`src/rtl/traceback_column_writer.sv`:
```
// Write side of the traceback direction memory: deskews the PE wavefront into
// per-column words and writes one N-entry column word per aligned strobe.
module traceback_column_writer #(
  parameter int N               = 16,
  parameter int DIRECTION_WIDTH = 5,
  parameter int POSITION_WIDTH  = 10,
  parameter int ADDR_WIDTH      = 10
) (
  input  logic                          clk,
  input  logic                          rst,
  input  logic                          start_i,
  input  logic [POSITION_WIDTH-1:0]     col_len_i,
  input  logic [$clog2(N):0]            row_count_i,
  input  logic [ADDR_WIDTH-1:0]         base_addr_i,
  input  logic [N-1:0]                  pe_valid_i,
  input  logic [N*DIRECTION_WIDTH-1:0]  pe_dir_i,
  output logic                          mem_wen_o,
  output logic [ADDR_WIDTH-1:0]         mem_addr_o,
  output logic [N*DIRECTION_WIDTH-1:0]  mem_wdata_o,
  output logic                          busy_o,
  output logic                          done_o,
  output logic                          skew_err_o,
  output logic [1:0]                    dbg_state_o
);

  localparam int DW  = DIRECTION_WIDTH;
  localparam int RCW = $clog2(N) + 1;

  // Write port is valid-only: mem_wen_o qualifies addr/data for exactly one
  // cycle and the memory has no ready; it must accept a write every cycle.

  typedef enum logic [1:0] {
    S_IDLE = 2'd0,
    S_RUN  = 2'd1,
    S_DONE = 2'd2
  } state_t;

  state_t                  state_q, state_d;
  logic [POSITION_WIDTH-1:0] len_q;
  logic [POSITION_WIDTH-1:0] c_q;
  logic [RCW-1:0]          row_cnt_q;
  logic [ADDR_WIDTH-1:0]   base_q;
  logic                    skew_q;
  logic                    mem_wen_q;
  logic                    last_q;
  logic [ADDR_WIDTH-1:0]   addr_q;
  logic [N*DW-1:0]         wdata_q;

  logic [N-1:0]            dly_v;
  logic [DW-1:0]           dly_dir [N];

  // Row i waits N-1-i cycles so every row of a column lands in the same cycle.
  for (genvar i = 0; i < N; i++) begin : g_row
    localparam int D = N - 1 - i;
    if (D == 0) begin : g_nodly
      assign dly_v[i]   = pe_valid_i[i];
      assign dly_dir[i] = pe_dir_i[i*DW +: DW];
    end else begin : g_dly
      logic [D-1:0]  v_q;
      logic [DW-1:0] d_q [D];
      always_ff @(posedge clk or posedge rst) begin
        if (rst) begin
          v_q <= '0;
          for (int k = 0; k < D; k++) d_q[k] <= '0;
        end else begin
          v_q[0] <= pe_valid_i[i];
          d_q[0] <= pe_dir_i[i*DW +: DW];
          for (int k = 1; k < D; k++) begin
            v_q[k] <= v_q[k-1];
            d_q[k] <= d_q[k-1];
          end
        end
      end
      assign dly_v[i]   = v_q[D-1];
      assign dly_dir[i] = d_q[D-1];
    end
  end

  logic            al_v;
  logic [N*DW-1:0] al_word;
  logic            mis;
  logic            wr_accept;
  logic            extra;
  logic            skew_set;

  assign al_v = dly_v[0];

  // Rows beyond row_count are forced to zero and excluded from the skew check.
  always_comb begin
    al_word = '0;
    mis     = 1'b0;
    for (int i = 0; i < N; i++) begin
      if (RCW'(i) < row_cnt_q) begin
        al_word[(N-1-i)*DW +: DW] = dly_dir[i];
        if (dly_v[i] != al_v) mis = 1'b1;
      end
    end
  end

  always_comb begin
    state_d   = state_q;
    wr_accept = 1'b0;
    extra     = 1'b0;
    case (state_q)
      S_IDLE: begin
        if (start_i) state_d = (col_len_i == '0) ? S_DONE : S_RUN;
      end
      S_RUN: begin
        if (al_v) begin
          if (c_q != len_q) wr_accept = 1'b1;
          else              extra     = 1'b1;
        end
        if (last_q) state_d = S_DONE;
      end
      S_DONE: begin
        extra   = al_v;
        state_d = S_IDLE;
      end
      default: state_d = S_IDLE;
    endcase
  end

  assign skew_set = (state_q != S_IDLE) && (mis || extra);

  always_ff @(posedge clk or posedge rst) begin
    if (rst) begin
      state_q   <= S_IDLE;
      len_q     <= '0;
      c_q       <= '0;
      row_cnt_q <= '0;
      base_q    <= '0;
      skew_q    <= 1'b0;
      mem_wen_q <= 1'b0;
      last_q    <= 1'b0;
      addr_q    <= '0;
      wdata_q   <= '0;
    end else begin
      state_q <= state_d;
      if (state_q == S_IDLE && start_i) begin
        len_q     <= col_len_i;
        row_cnt_q <= row_count_i;
        base_q    <= base_addr_i;
        c_q       <= '0;
        skew_q    <= 1'b0;
      end else begin
        if (wr_accept) c_q    <= c_q + 1'b1;
        if (skew_set)  skew_q <= 1'b1;
      end
      mem_wen_q <= wr_accept;
      // last_q rides alongside the final write so done follows it by one cycle.
      last_q    <= wr_accept && (c_q == len_q - 1'b1);
      if (wr_accept) begin
        addr_q  <= base_q + ADDR_WIDTH'(c_q);
        wdata_q <= al_word;
      end
    end
  end

  assign mem_wen_o   = mem_wen_q;
  assign mem_addr_o  = addr_q;
  assign mem_wdata_o = wdata_q;
  assign busy_o      = (state_q != S_IDLE);
  assign done_o      = (state_q == S_DONE);
  assign skew_err_o  = skew_q;
  assign dbg_state_o = state_q;

endmodule

```
`config.mk`:
```
export PLATFORM = sky130hd
export DESIGN_NAME = traceback_column_writer
export DESIGN_NICKNAME = d
export VERILOG_FILES = /design/src/rtl/traceback_column_writer.sv
export SDC_FILE = /design/constraint.sdc
export NUM_CORES = 1
export LEC_CHECK = 0
export ABC_CLOCK_PERIOD_IN_PS = 43400
export CAP_MARGIN = 5
export CELL_PAD_IN_SITES_DETAIL_PLACEMENT = 1
export CELL_PAD_IN_SITES_GLOBAL_PLACEMENT = 1
export CORE_ASPECT_RATIO = 1.4
export CORE_MARGIN = 2
export CORE_UTILIZATION = 31
export CTS_CLUSTER_SIZE = 12
export DETAILED_ROUTE_END_ITERATION = 8
export PLACE_DENSITY = 0.61
export SYNTH_ARGS = -nofsm -noshare
export SYNTH_HDL_FRONTEND = slang
export SYNTH_SLANG_ARGS = --single-unit
```
`constraint.sdc`:
```
create_clock -name clk -period 43.4 [get_ports clk]
set_clock_uncertainty 0.2 [all_clocks]
set_input_delay 8.68 -clock clk [delete_from_list [all_inputs] [get_ports clk]]
set_output_delay 8.68 -clock clk [all_outputs]
set_load 0.1 [all_outputs]
```
==> Yosys cells after proc, flatten, opt, wreduce, memory -nomap -nowiden <==
Cells that the tools add are included.
{ "totals": {"regBits": 850, "inputBits": 124, "out_inout_bits": 96, "word_cells": 255} }
{ "classes": {"n_addsub": 3, "n_lt_le_gt_ge": 16, "eq_ne": 21, "muxes": 60, "reduce_logical": 10} }
{ "op_table": {"columns": ["operator", "count"], "rows": [
  ["$mux 5", 16],
  ["$lt 4x5->1 const A", 8],
  ["$mux 1", 37],
  ["$lt 3x5->1 const A", 4],
  ["$mux 10", 2],
  ["$ne 1x1->1", 15],
  ["$add 10x1->10 const B", 1],
  ["$add 10x10->10", 1],
  ["$eq 10x10->1", 1],
  ["$logic_not 10->1", 1],
  ["$lt 1x5->1 const A", 2],
  ["$lt 2x5->1 const A", 2],
  ["$ne 10x10->1", 1],
  ["$sub 10x1->10 const B", 1],
  ["$mux 2", 3],
  ["$reduce_bool 2->1", 3],
  ["$ne 2x2->1 const B", 2],
  ["$pmux 2 s2", 1],
  ["$logic_and 1x1->1", 3],
  ["$eq 2x1->1 const B", 1],
  ["$eq 2x2->1 const B", 1],
  ["$logic_not 2->1", 1],
  ["$pmux 1 s2", 1],
  ["$reduce_and 2->1", 1],
  ["$logic_or 1x1->1", 1]
]} }

==> Depth between registers and ports, before layout <==
Gate-level depths: netlist of the first run.
{ "logic_depth": {"word_depth": 35, "mapped_depth": 10, "ltp_nobuf": 9} }

==> Least setup slack after synthesis of the first run <==
OpenSTA, ideal clock, no wires.
{ "synth_path": {"path_kind": "reg2out", "from": "register state_q[0], in the netlist dbg_state_o[0]", "to": "output busy_o", "arrival_ps": 2037, "required_ps": 34520, "slack_ps": 32483, "stages_incl_launch_ff": 4, "path_buffers": 0, "path_cell_list": "dfrtp_1 inv_1 ha_1 inv_1"} }
{ "synth_via": {"elab_chain_cells": 1} }
{ "synth_rtl": {"columns": ["element", "line", "text"], "rows": [
  ["from (decl)", "38", "state_t state_q, state_d;"],
  ["from (signal assigned)", "138", "state_q <= state_d;"],
  ["$reduce_bool 2->1", "162", "assign busy_o = (state_q != S_IDLE);"],
  ["to (decl)", "20", "output logic busy_o,"]
]} }
No other way between the ends.

==> Final worst setup path of the first run <==
Same ends and word-level chain as after synthesis.

==> results of run 1 <==
[metal layers]
layer / track usage / up-vias / share of wire
li1: - / 5202 / -
met1: 0.148 / 6029 / 0.41
met2: 0.194 / 280 / 0.50
met3: 0.0289 / 103 / 0.058
met4: 0.0598 / 10 / 0.034
met5: 0 / - / 0.0012
[Yosys cell counts (7+ instances only)]
cell type / count
ha_1: 14
a21oi_1: 15
buf_6: 8
nor4_1: 7
nand2_1: 261
buf_4: 7
nor3_1: 10
nand3_1: 61
nor2_1: 25
clkbuf_1: 19
nand2b_1: 8
o21ai_0: 48
xor2_1: 23
dfrtp_1: 850
inv_1: 13
xnor2_1: 9
[final cells by class]
cell class	count	area (um^2)	share of cell area
multi-input combinational	550	2860	0.0945
antenna	1	2.50	0.0000826
timing repair buffer	231	2290	0.0757
sequential	850	21300	0.702
tap	1045	1310	0.0431
inverter	14	60.1	0.00198
clock buffer	107	2320	0.0765
clock inverter	14	191	0.00632
[stage by stage]
step / total power [mW] / util
after floorplan: 1.35 / -
after CTS: 2.21 / 0.389
after global placement: 1.51 / 0.357
final: 2.16 / 0.389
after global routing: 2.27 / 0.389
after detailed placement: 1.52 / 0.357
[flip-flops by register name, summed over array words and instances, names as in the netlist]
name             count
mem_wdata_o         80
base_q              10
c_q                 10
mem_addr_o          10
skew_err_o           1
mem_wen_o            1
g_row.g_dly.v_q    120
last_q               1
len_q               10
dbg_state_o          2
dly_dir             70
row_cnt_q            5
g_row.g_dly.d_q    530
[power by group]
part	total (mW)	internal, mW	switching, mW
Sequential	0.935	0.876	0.0585
Combinational	0.561	0.127	0.433
Clock	0.668	0.377	0.291
[logic make-up (layout without fill, tap and decap cells)]
group | count (synthesis) | in the layout | synth area share
fa+ha+maj | 15 | 15 | 0.00799
mux | 2 | 2 | 0.00108
simple gates | 400 | 400 | 0.0703
flops | 850 | 850 | 0.871
compound gates | 101 | 101 | 0.0263
other cells | 0 | 1 | 0
xor+xnor | 32 | 32 | 0.0115
buf+inv | 55 | 366 | 0.0123
[path summary, 6_finish.rpt]
path	startpoint	slack, ns	to
worst max register to register	c_q[2]	39.80	c_q[8]
worst min-delay path	g_row[4].g_dly.d_q[36]	0.13	g_row[4].g_dly.d_q[31]
min in group asynchronous	rst	8.46	g_row[6].g_dly.d_q[44]
worst min register to register	g_row[4].g_dly.d_q[36]	0.13	g_row[4].g_dly.d_q[31]
max in group asynchronous	rst	32.06	g_row[4].g_dly.d_q[15]
worst max-delay path	dbg_state_o[0]	31.77	busy_o
==> results_dict.tcl, run 1 <==
set metrics [dict create \
    cpLargestDelayFamily "buffers and inverters" \
    synthTopCellsByArea "dfrtp_1, nand2_1, nand3_1" \
    hpwl_um 29300 \
    cp.arrival_ns 2.75 \
    drt_pass1_iterations 4 \
    initial_core_util 0.313 \
    setup_viol 0 \
    worstSkewPairLatency_ns 0.63 \
    cts_num_sinks 850 \
    numCtsBuffers 85 \
    cp_common_cell "inv_1" \
    fill_cells 7866 \
    period_minus_slack_ns 11.63 \
    gp_congestion 0.761 \
    wire_per_inst_um 16.5 \
    vdd_drop_max_mv 0.0466 \
    place_area_mm2 0.0278 \
    cellLeakagePower_nw 13.7 \
    portBuffers 219 \
    first_global_vias 13200 \
    cts-resized-gates 0 \
    async_flop_share 1.00 \
    wl_um 46300 \
    hold_violations 0 \
    core_area_mm2 0.0780 \
    rsz0062_at_grt "no" \
    min_path_type "flip-flop to flip-flop" \
    timing.hold.ws_ns 0.129 \
    cts_tree "yes" \
    tightestPinTransition_ns 1.13 \
    hold_buffers 0 \
    antenna_found_initial 6 \
    die_area_mm2 0.0811 \
    ios 220 \
    dr.first_iter.drc_count 616 \
    grt_max_degree 185 \
    syn_inst 1455 \
    synth-main-ff-cell "dfrtp_1" \
    post_drt_via_cell_ratio 4.13 \
    grt-ovfl-total 0 \
    synth_area_per_cell_um2 16.8 \
    crit_path_start_kind "flip-flop" \
    vias 11600 \
    synth-warning-count 0 \
    crit_slowest_cell "clkdlybuf4s50_1" \
    synthesis.area_mm2 0.0244 \
    crit_type "flip-flop to output pin" \
    layout.nets 1871 \
    required_ns 34.52 \
    synth_edf_count 0 \
    ant_nets 0 \
    setup_slack_ns 31.77 \
    synth_cell_types 55 \
    post-place-ws_ns 31.19 \
    max_slew_margin 0.247 \
    critPathMaxStageDelay_ns 1.16 \
    stdcell_area_mm2 0.0303 \
    status "completed" \
    clock.fmax_mhz 86.0 \
    drv_slew 0 \
    h-tree-depth 3 \
    cts_buffer_depth 3 \
    crit_buf_inv 3 \
    die_w_um 241 \
    row_count 121 \
    powerDensity_mw_per_mm2 71.4 \
    cts_setup_buffers 0 \
    crit_chain "inv_1 -> ha_1 -> inv_1 -> clkdlybuf4s50_1" \
    ys_seq_area_frac 0.871 \
    min_path_cells 0 \
    most-common-layout-cells "dfrtp_1, nand2_1, clkdlybuf4s50_1, clkbuf_16, nand3_1" \
    syn_to_final_growth_pct 24.1 \
    place_inst 2690 \
    fin_tns_setup_ns 0 \
    mostFrequentLayoutCell "dfrtp_1" \
    synth.top_cell.area_share 0.871 \
    drv_cap 0 \
    drcViolationCount 0 \
    end_kind "output pin" \
    ys_ff_latch 850 \
    die_height_um 336 \
    grt_pass1_wl_um 73900 \
    crit_fanout 5 \
    grt_usage 0.119 \
    synth_nets 1594 \
    synth_area_leader_cell "dfrtp_1" \
    path_clk_slew_ns 0.06 \
    cp.depth 4 \
    clock-root-buffer "clkbuf_16" \
    fin_crit_sh 0.268 \
    stdcell_count 2812 \
    rr_worst_depth 8 \
    layout-drive-gt1-share 0.0787 \
]
No activity file was read; power rests on OpenSTA's default activity.
==> inputs of run 2 (changes only) <==
--- a/config.mk
+++ b/config.mk
@@ -5,7 +5,7 @@
 export SDC_FILE = /design/constraint.sdc
 export NUM_CORES = 1
 export LEC_CHECK = 0
-export ABC_CLOCK_PERIOD_IN_PS = 43400
+export ABC_CLOCK_PERIOD_IN_PS = 11950
 export CAP_MARGIN = 5
 export CELL_PAD_IN_SITES_DETAIL_PLACEMENT = 1
 export CELL_PAD_IN_SITES_GLOBAL_PLACEMENT = 1
==> constraint.sdc (replaced) <==
create_clock -name clk -period 11.95 [get_ports clk]
set_clock_uncertainty 0.2 [all_clocks]
set_input_delay 2.39 -clock clk [delete_from_list [all_inputs] [get_ports clk]]
set_output_delay 2.39 -clock clk [all_outputs]
set_load 0.1 [all_outputs]
==> run 2 against run 1 <==
Utilization about the same. Hold slack improved by 0.0064 ns. Non-clock buffer count fell by 3. Setup slack worse by 25 ns. Combinational power grew to 3.6 times the previous value. Final cell count is 0.25% lower. Critical path type unchanged. Highest routed layer unchanged.
==> results_dict.tcl, run 2 (synthesis gave the netlist of run 1 again) <==
set metrics [dict create \
    status "completed" \
    worstSkewPairLatency_ns 0.64 \
    hpwl_um 28400 \
    die_w_um 241 \
    crit_path_start_kind "flip-flop" \
    clock-root-buffer "clkbuf_16" \
    powerDensity_mw_per_mm2 259 \
    rsz0062_at_grt "no" \
    ios 220 \
    ant_nets 0 \
    max_slew_margin 0.257 \
    hold_violations 0 \
    fill_cells 7858 \
    stdcell_area_mm2 0.0303 \
    cp.arrival_ns 2.74 \
    numCtsBuffers 84 \
    dr.first_iter.drc_count 661 \
    path_clk_slew_ns 0.06 \
    num_antenna_cells 0 \
    antenna_found_initial 5 \
    grt-ovfl-total 0 \
    regArea_mm2 0.0213 \
    row_count 121 \
    portBuffers 219 \
    min_path_type "flip-flop to flip-flop" \
    end_kind "output pin" \
    setup_viol 0 \
    first_global_vias 13100 \
    h-tree-depth 3 \
    cp_common_cell "inv_1" \
    drv_slew 0 \
    drt_pass1_iterations 4 \
    crit_fanout 5 \
    place_area_mm2 0.0278 \
    die_height_um 336 \
    grt_max_degree 213 \
    clock.fmax_mhz 187 \
    fin_crit_sh 0.446 \
    initial_core_util 0.313 \
    wire_per_inst_um 16.1 \
    cts_setup_buffers 0 \
    drv_cap 0 \
    layout-drive-gt1-share 0.0727 \
    period_minus_slack_ns 5.33 \
    cts_buffer_depth 3 \
    vias 11600 \
    largest_reg_flops 530 \
    most-common-layout-cells "dfrtp_1, nand2_1, clkdlybuf4s50_1, clkbuf_16, nand3_1" \
    required_ns 9.36 \
    core_area_mm2 0.0780 \
    syn_to_final_growth_pct 24.1 \
    tightestPinTransition_ns 1.11 \
    drcViolationCount 0 \
    cts-resized-gates 0 \
    gp_congestion 0.778 \
    crit_type "flip-flop to output pin" \
    die_area_mm2 0.0811 \
    grt_usage 0.117 \
    utilization 0.389 \
    cts_num_sinks 850 \
    hold_buffers 0 \
    cts_tree "yes" \
    post_drt_via_cell_ratio 4.14 \
    vdd_drop_max_mv 0.152 \
    wl_um 45100 \
    mostFrequentLayoutCell "dfrtp_1" \
    regMostFlops "g_row.g_dly.d_q" \
    crit_chain "inv_1 -> ha_1 -> inv_1 -> clkdlybuf4s50_1" \
    crit_slowest_cell "clkdlybuf4s50_1" \
    layout.nets 1867 \
    critPathMaxStageDelay_ns 1.16 \
    grt_pass1_wl_um 72700 \
    multi_input_area_mm2 0.00286 \
    cellLeakagePower_nw 13.7 \
]
run 2: per-stage QoR:
stage          power, mW  hold slack (ns)  instances  setup WS [ns]  setup TNS, ns
6_report            7.87            0.136       2805           6.62              0
5_1_grt             8.26            0.145       2805           6.49              0
4_1_cts             8.02            0.137       2805           6.56              0
3_5_place_dp        5.53            0.136       2687           6.46              0
3_3_place_gp        5.47            0.131       2687           6.58              0
2_1_floorplan       4.91            0.131       1455          -2.32       -1972.09
run 2: worst paths after layout:
kind	cells after the start	slack, ns	startpoint	endpoint
hold / removal	0	0.14	g_row[8].g_dly.v_q[5]	g_row[8].g_dly.v_q[6]
setup reg to reg	8	8.37	c_q[2]	c_q[9]
max in group asynchronous	4	7.23	rst	g_row[0].g_dly.d_q[8]
min in group asynchronous	2	2.02	rst	g_row[7].g_dly.d_q[39]
hold reg to reg	0	0.14	g_row[8].g_dly.v_q[5]	g_row[8].g_dly.v_q[6]
setup / recovery	4	6.62	dbg_state_o[0]	busy_o
run 2: metal layers:
metal  share of wire  vias to the layer above  track usage
met2            0.50                      279        0.193
met3           0.055                       98       0.0254
met4           0.036                        6       0.0605
met1            0.41                     6042        0.143
met5         0.00091                        -            0
li1                -                     5195            -
run 2: worst max-delay path: cells and delay by family (launching register included):
kind,cells,cell delay (ns)
buffers and inverters,3,1.42
DFF,1,0.41
adders and majority gates,1,0.27
run 2: area by class of cell:
class	count	area share
Clock buffer	105	0.0736
Sequential cell	850	0.702
Multi-Input combinational cell	550	0.0945
Timing Repair Buffer	228	0.0762
Clock inverter	13	0.00904
Tap cell	1045	0.0431
Inverter	14	0.00186
run 2: report_power, final:
part | internal, mW | switching, mW
registers | 3.18 | 0.216
clock network | 1.38 | 1.05
logic | 0.464 | 1.57
total | 5.03 | 2.84
==> inputs of run 3 (changes only) <==
--- a/config.mk
+++ b/config.mk
@@ -5,7 +5,7 @@
 export SDC_FILE = /design/constraint.sdc
 export NUM_CORES = 1
 export LEC_CHECK = 0
-export ABC_CLOCK_PERIOD_IN_PS = 11950
+export ABC_CLOCK_PERIOD_IN_PS = 5300
 export CAP_MARGIN = 5
 export CELL_PAD_IN_SITES_DETAIL_PLACEMENT = 1
 export CELL_PAD_IN_SITES_GLOBAL_PLACEMENT = 1
==> constraint.sdc (replaced) <==
create_clock -name clk -period 5.3 [get_ports clk]
set_clock_uncertainty 0.2 [all_clocks]
set_input_delay 1.06 -clock clk [delete_from_list [all_inputs] [get_ports clk]]
set_output_delay 1.06 -clock clk [all_outputs]
set_load 0.1 [all_outputs]
==> run 3 against run 2 <==
Critical path depth is the same. Via count grew 0.76%. Critical path type unchanged. Critical endpoint unchanged. Hold slack lost 0.0050 ns. Highest routed layer unchanged. Total power grew 120%. Sequential share of layout area shrank 0.19 points. Die area is the same. Flip-flop and latch count is the same. Utilization grew 0.11 points.
==> results_dict.tcl, run 3 (synthesis gave the netlist of run 1 again) <==
set metrics [dict create \
    status "completed" \
    drcViolationCount 0 \
    seqPwrFrac 0.432 \
    grt-ovfl-total 0 \
    vdd_drop_max_mv 0.299 \
    p_sw_frac 0.360 \
    wl_um 45400 \
    regMostFlops "g_row.g_dly.d_q" \
    switching_power_mw 6.35 \
    gp_congestion 0.767 \
    antenna_found_initial 2 \
    layout.nets 1882 \
    cts_tree "yes" \
    max_slew_margin 0.256 \
    drt-met1-wl_um 18900 \
    vias 11700 \
    cts_buffer_depth 3 \
    num_antenna_cells 0 \
    worstSkewPairLatency_ns 0.64 \
    ant_nets 0 \
    cellLeakagePower_nw 13.7 \
    most-common-layout-cells "dfrtp_1, nand2_1, clkdlybuf4s50_1, clkbuf_16, nand3_1" \
    clock-root-buffer "clkbuf_16" \
    path_clk_slew_ns 0.06 \
    row_count 121 \
    crit_path_start_kind "flip-flop" \
    die_height_um 336 \
    die_w_um 241 \
    required_ns 4.04 \
    place_area_mm2 0.0279 \
    drv_cap 0 \
    mostFrequentLayoutCell "dfrtp_1" \
    crit_start "dbg_state_o[0]" \
    h-tree-depth 3 \
    cts_num_sinks 850 \
    largest_reg_flops 530 \
    met3_length_um 2430 \
    grt_usage 0.117 \
    pwr-share-clk 0.306 \
    min_path_type "flip-flop to flip-flop" \
    hold_violations 0 \
    wl_met2_um 22300 \
    rr_startpoint "c_q[2]" \
    cp-endpoint "busy_o" \
    tightestPinTransition_ns 1.11 \
    r2r-end "mem_wdata_o[29]" \
    wire_per_inst_um 16.1 \
    fill_cells 7865 \
    post_drt_via_cell_ratio 4.15 \
    cts_setup_buffers 0 \
    die_area_mm2 0.0811 \
    multi_input_area_mm2 0.00286 \
    fin_crit_sh 0.753 \
    crit_type "flip-flop to output pin" \
    hold_buffers 0 \
    regArea_mm2 0.0213 \
    share_comb_of_total_power 0.262 \
    cts-resized-gates 0 \
    portBuffers 219 \
    dr.first_iter.drc_count 520 \
    grt_pass1_wl_um 73200 \
    period_minus_slack_ns 3.99 \
    cp.arrival_ns 2.73 \
    end_kind "output pin" \
    rr_worst_depth 7 \
    highest_layer "met5" \
    drv_slew 0 \
    initial_core_util 0.313 \
    crit_fanout 5 \
    powerDensity_mw_per_mm2 581 \
    utilization 0.390 \
    fin_tns_setup_ns 0 \
    p_int_mw 11.3 \
    syn_to_final_growth_pct 24.4 \
    clock.fmax_mhz 251 \
    timing.hold.ws_ns 0.131 \
    stdcell_area_mm2 0.0304 \
    drt_pass1_iterations 5 \
    ios 220 \
    grt_max_degree 128 \
    layout-drive-gt1-share 0.0811 \
    core_area_mm2 0.0780 \
    hpwl_um 29600 \
    first_global_vias 13100 \
    setup_viol 0 \
    r2r_slack_ns 2.32 \
    numCtsBuffers 84 \
    rsz0062_at_grt "no" \
]
[run 3: cell count changes in the layout (fill, tap and decap cells not counted), sizes merged]
cell,delta
buf,+15
clkbuf,+3
bufinv,-2
clkinv,-2
inv,+2
[run 3: power groups by stage]
stage,Clock (mW),Sequential (mW),Combinational [mW]
floorplan,0,9.80,1.27
global placement,0,7.73,4.62
detailed placement,0,7.77,4.70
CTS,5.66,7.66,4.71
global route,5.91,7.74,4.91
finish,5.41,7.64,4.62
[run 3: critical path, stage by stage (launching register included)]
cell and delay (ns):
dfrtp_1 0.41, inv_1 0.11, ha_1 0.27, inv_1 0.14
clkdlybuf4s50_1 1.16
[run 3: cell type report]
| type | instances | share of cell area |
|---|---|---|
| Inverter | 14 | 0.00185 |
| Sequential cell | 850 | 0.700 |
| Multi-Input combinational cell | 550 | 0.0942 |
| Tap cell | 1045 | 0.0430 |
| Timing Repair Buffer | 243 | 0.0805 |
| Clock buffer | 108 | 0.0755 |
| Clock inverter | 11 | 0.00510 |
[run 3: layer usage]
layer,vias up,track usage
met5,-,0
met4,2,0.0608
met3,110,0.0239
met2,287,0.191
met1,6070,0.147
li1,5239,-
[run 3: metrics by stage]
stage                     setup slack [ns]  std cells  power [mW]
after floorplan                      -7.64       1455        11.1
after global placement                2.07       2702        12.4
after detailed placement              1.98       2702        12.5
after CTS                             1.25       2821        18.0
after global routing                  1.21       2821        18.6
final                                 1.31       2821        17.7
[run 3: how the worst min path moves through the flow]
stage / start / to / slack [ns] / cells past startpoint
6_report: g_row[3].g_dly.v_q[10] / g_row[3].g_dly.v_q[11] / 0.13 / 0
5_1_grt: g_row[9].g_dly.d_q[13] / g_row[9].g_dly.d_q[8] / 0.13 / 0
4_1_cts: g_row[3].g_dly.v_q[10] / g_row[3].g_dly.v_q[11] / 0.12 / 0
3_5_place_dp: g_row[0].g_dly.d_q[39] / g_row[0].g_dly.d_q[34] / 0.14 / 0
3_3_place_gp: g_row[8].g_dly.d_q[13] / g_row[8].g_dly.d_q[8] / 0.13 / 0
2_1_floorplan: g_row[13].g_dly.d_q[5] / dly_dir[10] / 0.13 / 0
==> variant: new RTL, flow settings as in run 1 <==
The parameter `N` goes from 16 to 8.
--- a/src/rtl/traceback_column_writer.sv
+++ b/src/rtl/traceback_column_writer.sv
@@ -1,7 +1,7 @@
 // Write side of the traceback direction memory: deskews the PE wavefront into
 // per-column words and writes one N-entry column word per aligned strobe.
 module traceback_column_writer #(
-  parameter int N               = 16,
+  parameter int N               = 8,
   parameter int DIRECTION_WIDTH = 5,
   parameter int POSITION_WIDTH  = 10,
   parameter int ADDR_WIDTH      = 10
Interface: changed (resized mem_wdata_o, pe_dir_i, pe_valid_i and row_count_i); port bits go from 220 to 131. No check against the original RTL was run, so the function may have changed too.
==> variant against run 1 <==
  * Area after synthesis down 64%
  * Count of clock-buffer cells in the layout down 69
  * Final area down 63%
  * Power down 61%
  * Core utilization up 1.3 points
  * Die area down 63%
  * Wire length down 60%
  * Synthesized cell count down 52%
  * Critical path depth unchanged
  * Via count down 53%
  * Sequential cell count down 593
  * First-iteration DRC count down 74%
  * Worst setup slack better by 0.17 ns
  * Critical endpoint unchanged
==> variant: results (changes against run 1) <==
Timing
  – Hold Worst Slack: 0.138 ns (+0.00862 ns)
  – Rel. slew slack: 28.0% (+3.3 points)

Place
  – Port Buffer Count: 130 (-41%)
  – Detail Placement HPWL: 12,700 um (-57%)
  – Final RePlAce weighted congestion: 0.772 (+1.4%)
  – Cell Area, Placed: 10,500 sq um (-62%)

Worst setup path
  – Internal reg-to-reg setup slack: 40.70 ns (+0.90 ns)
  – Worst Setup EP: busy_o
  – Worst Path Arrival: 2.58 ns (-0.17 ns)
  – Beginning of the critical path: dbg_state_o[0]
  – FF-to-FF path depth: 6 (-2)
  – RR Startpoint: c_q[4]

Synthesis
  – Sequential area share after synthesis: 73.1% (-14 points)
  – Synthesized area: 8790 sq um (-64%)
  – Synthesized Nets: 788 (-51%)
  – Distinct cells, synth: 49 (-11%)
  – Top cell types by occurrence after synthesis: dfrtp_1 (257), nand2_1 (168), o21ai_0 (60)
  – Top cells by area, synth: dfrtp_1 (73%), nand2_1 (7.2%), o21ai_0 (3.4%)

Drt
  – Post-Route M1 WL: 7130 um (-62%)
  – DR vias: 5,408 (-53%)
  – Routed wire length: 18,700 um (-60%)
  – WL met2: 10,300 um (-55%)
  – WL met3: 820 um (-70%)
  – Uppermost layer routed: met4
  – Drt initial violations: 162 (-74%)

Power and ir drop
  – Switch share: 42.9% (+6.7 points)
  – Leak pwr: 0.00501 uW (-63%)
  – Comb power frac: 39.0% (+13 points)
  – Clock Power Share: 24.5% (-6.4 points)
  – VDD IR max: 33.8 uV (-28%)

Cells and area
  – Largest Register: g_row.g_dly.d_q
  – P&R area growth vs syn: 28.5%
  – Clk tree area frac: 7.08% (-1.2 points)
  – Layout cells sized above 1: 6.50% (-1.4 points)
  – Sequential cell area: 6430 sq um (-70%)
  – Buffers excl. clock: 134 (-42%)
  – Nets: 923 (-51%)
  – Fillers: 3,055 (-61%)
  – Multi-input logic area: 2200 sq um (-23%)
  – Multi-input combinational gate total: 397 (-28%)
  – Largest register FFs: 110 (-79%)
  – FFs & Latches: 257 (-70%)
  – Non-clock buffer share: 11.8% (+4.2 points)
  – N_diodes: 0 (-1)
  – Non-clk invs: 16 (+2)
  – Clk_buf instances: 38 (-64%)

Run status
  – Status: completed

Clock network
  – Worst-Skew Late Latency: 0.53 ns (-0.10 ns)
  – CTS H-tree lvls: 1 (-2)
  – Total CTS buffers: 27 (-68%)

Global route
  – Total track usage: 12.9% (+0.99 points)
  – Initial antenna violation count: 0 (-6)
  – Met1 Track Usage GR: 14.6% (-0.21 points)
  – Met3 Usage GRT: 2.62% (-0.27 points)
  – Pin count of the biggest net entering global routing: 121 (-35%)
  – Met2 Use GR: 24.6% (+5.2 points)
  – First-pass GRT wire length: 30,800 um (-58%)
  – Vias in the first global route: 5,789 (-56%)

Hold path
  – Hold path endpoint: g_row[1].g_dly.d_q[17]
  – Min-delay src: g_row[1].g_dly.d_q[22]
variant: cell count changes after synthesis, sizes merged, moves of 8 or more:
cell   delta
buf       -9
nand2    -93
xor2     -17
nand3    -55
nor3      -8
nor2     -11
dfrtp   -593
o21ai    +12
variant: critical path: stages, from the launching register on:
cell and delay, ns:
dfrtp_1 0.41, inv_1 0.10, ha_1 0.26, inv_1 0.15, clkdlybuf4s50_1 1.15
variant: cells by family after synthesis:
group / share of synthesized area [%]
DFF: 73.1
buffers and inverters: 2.13
xor gates and xnor gates: 2.19
AOI/OAI and AO/OA: 7.75
muxes: 0.242
adders and majority gates: 2.22
and+or+nand+nor: 12.3
variant: per-stage QoR:
stage | total power (uW) | instances | setup WS, ns
after floorplan | 561 | 698 | 27.45
after global placement | 650 | 1179 | 31.57
after detailed placement | 655 | 1179 | 31.53
after CTS | 870 | 1221 | 31.90
after global routing | 901 | 1221 | 31.78
final | 854 | 1221 | 31.94
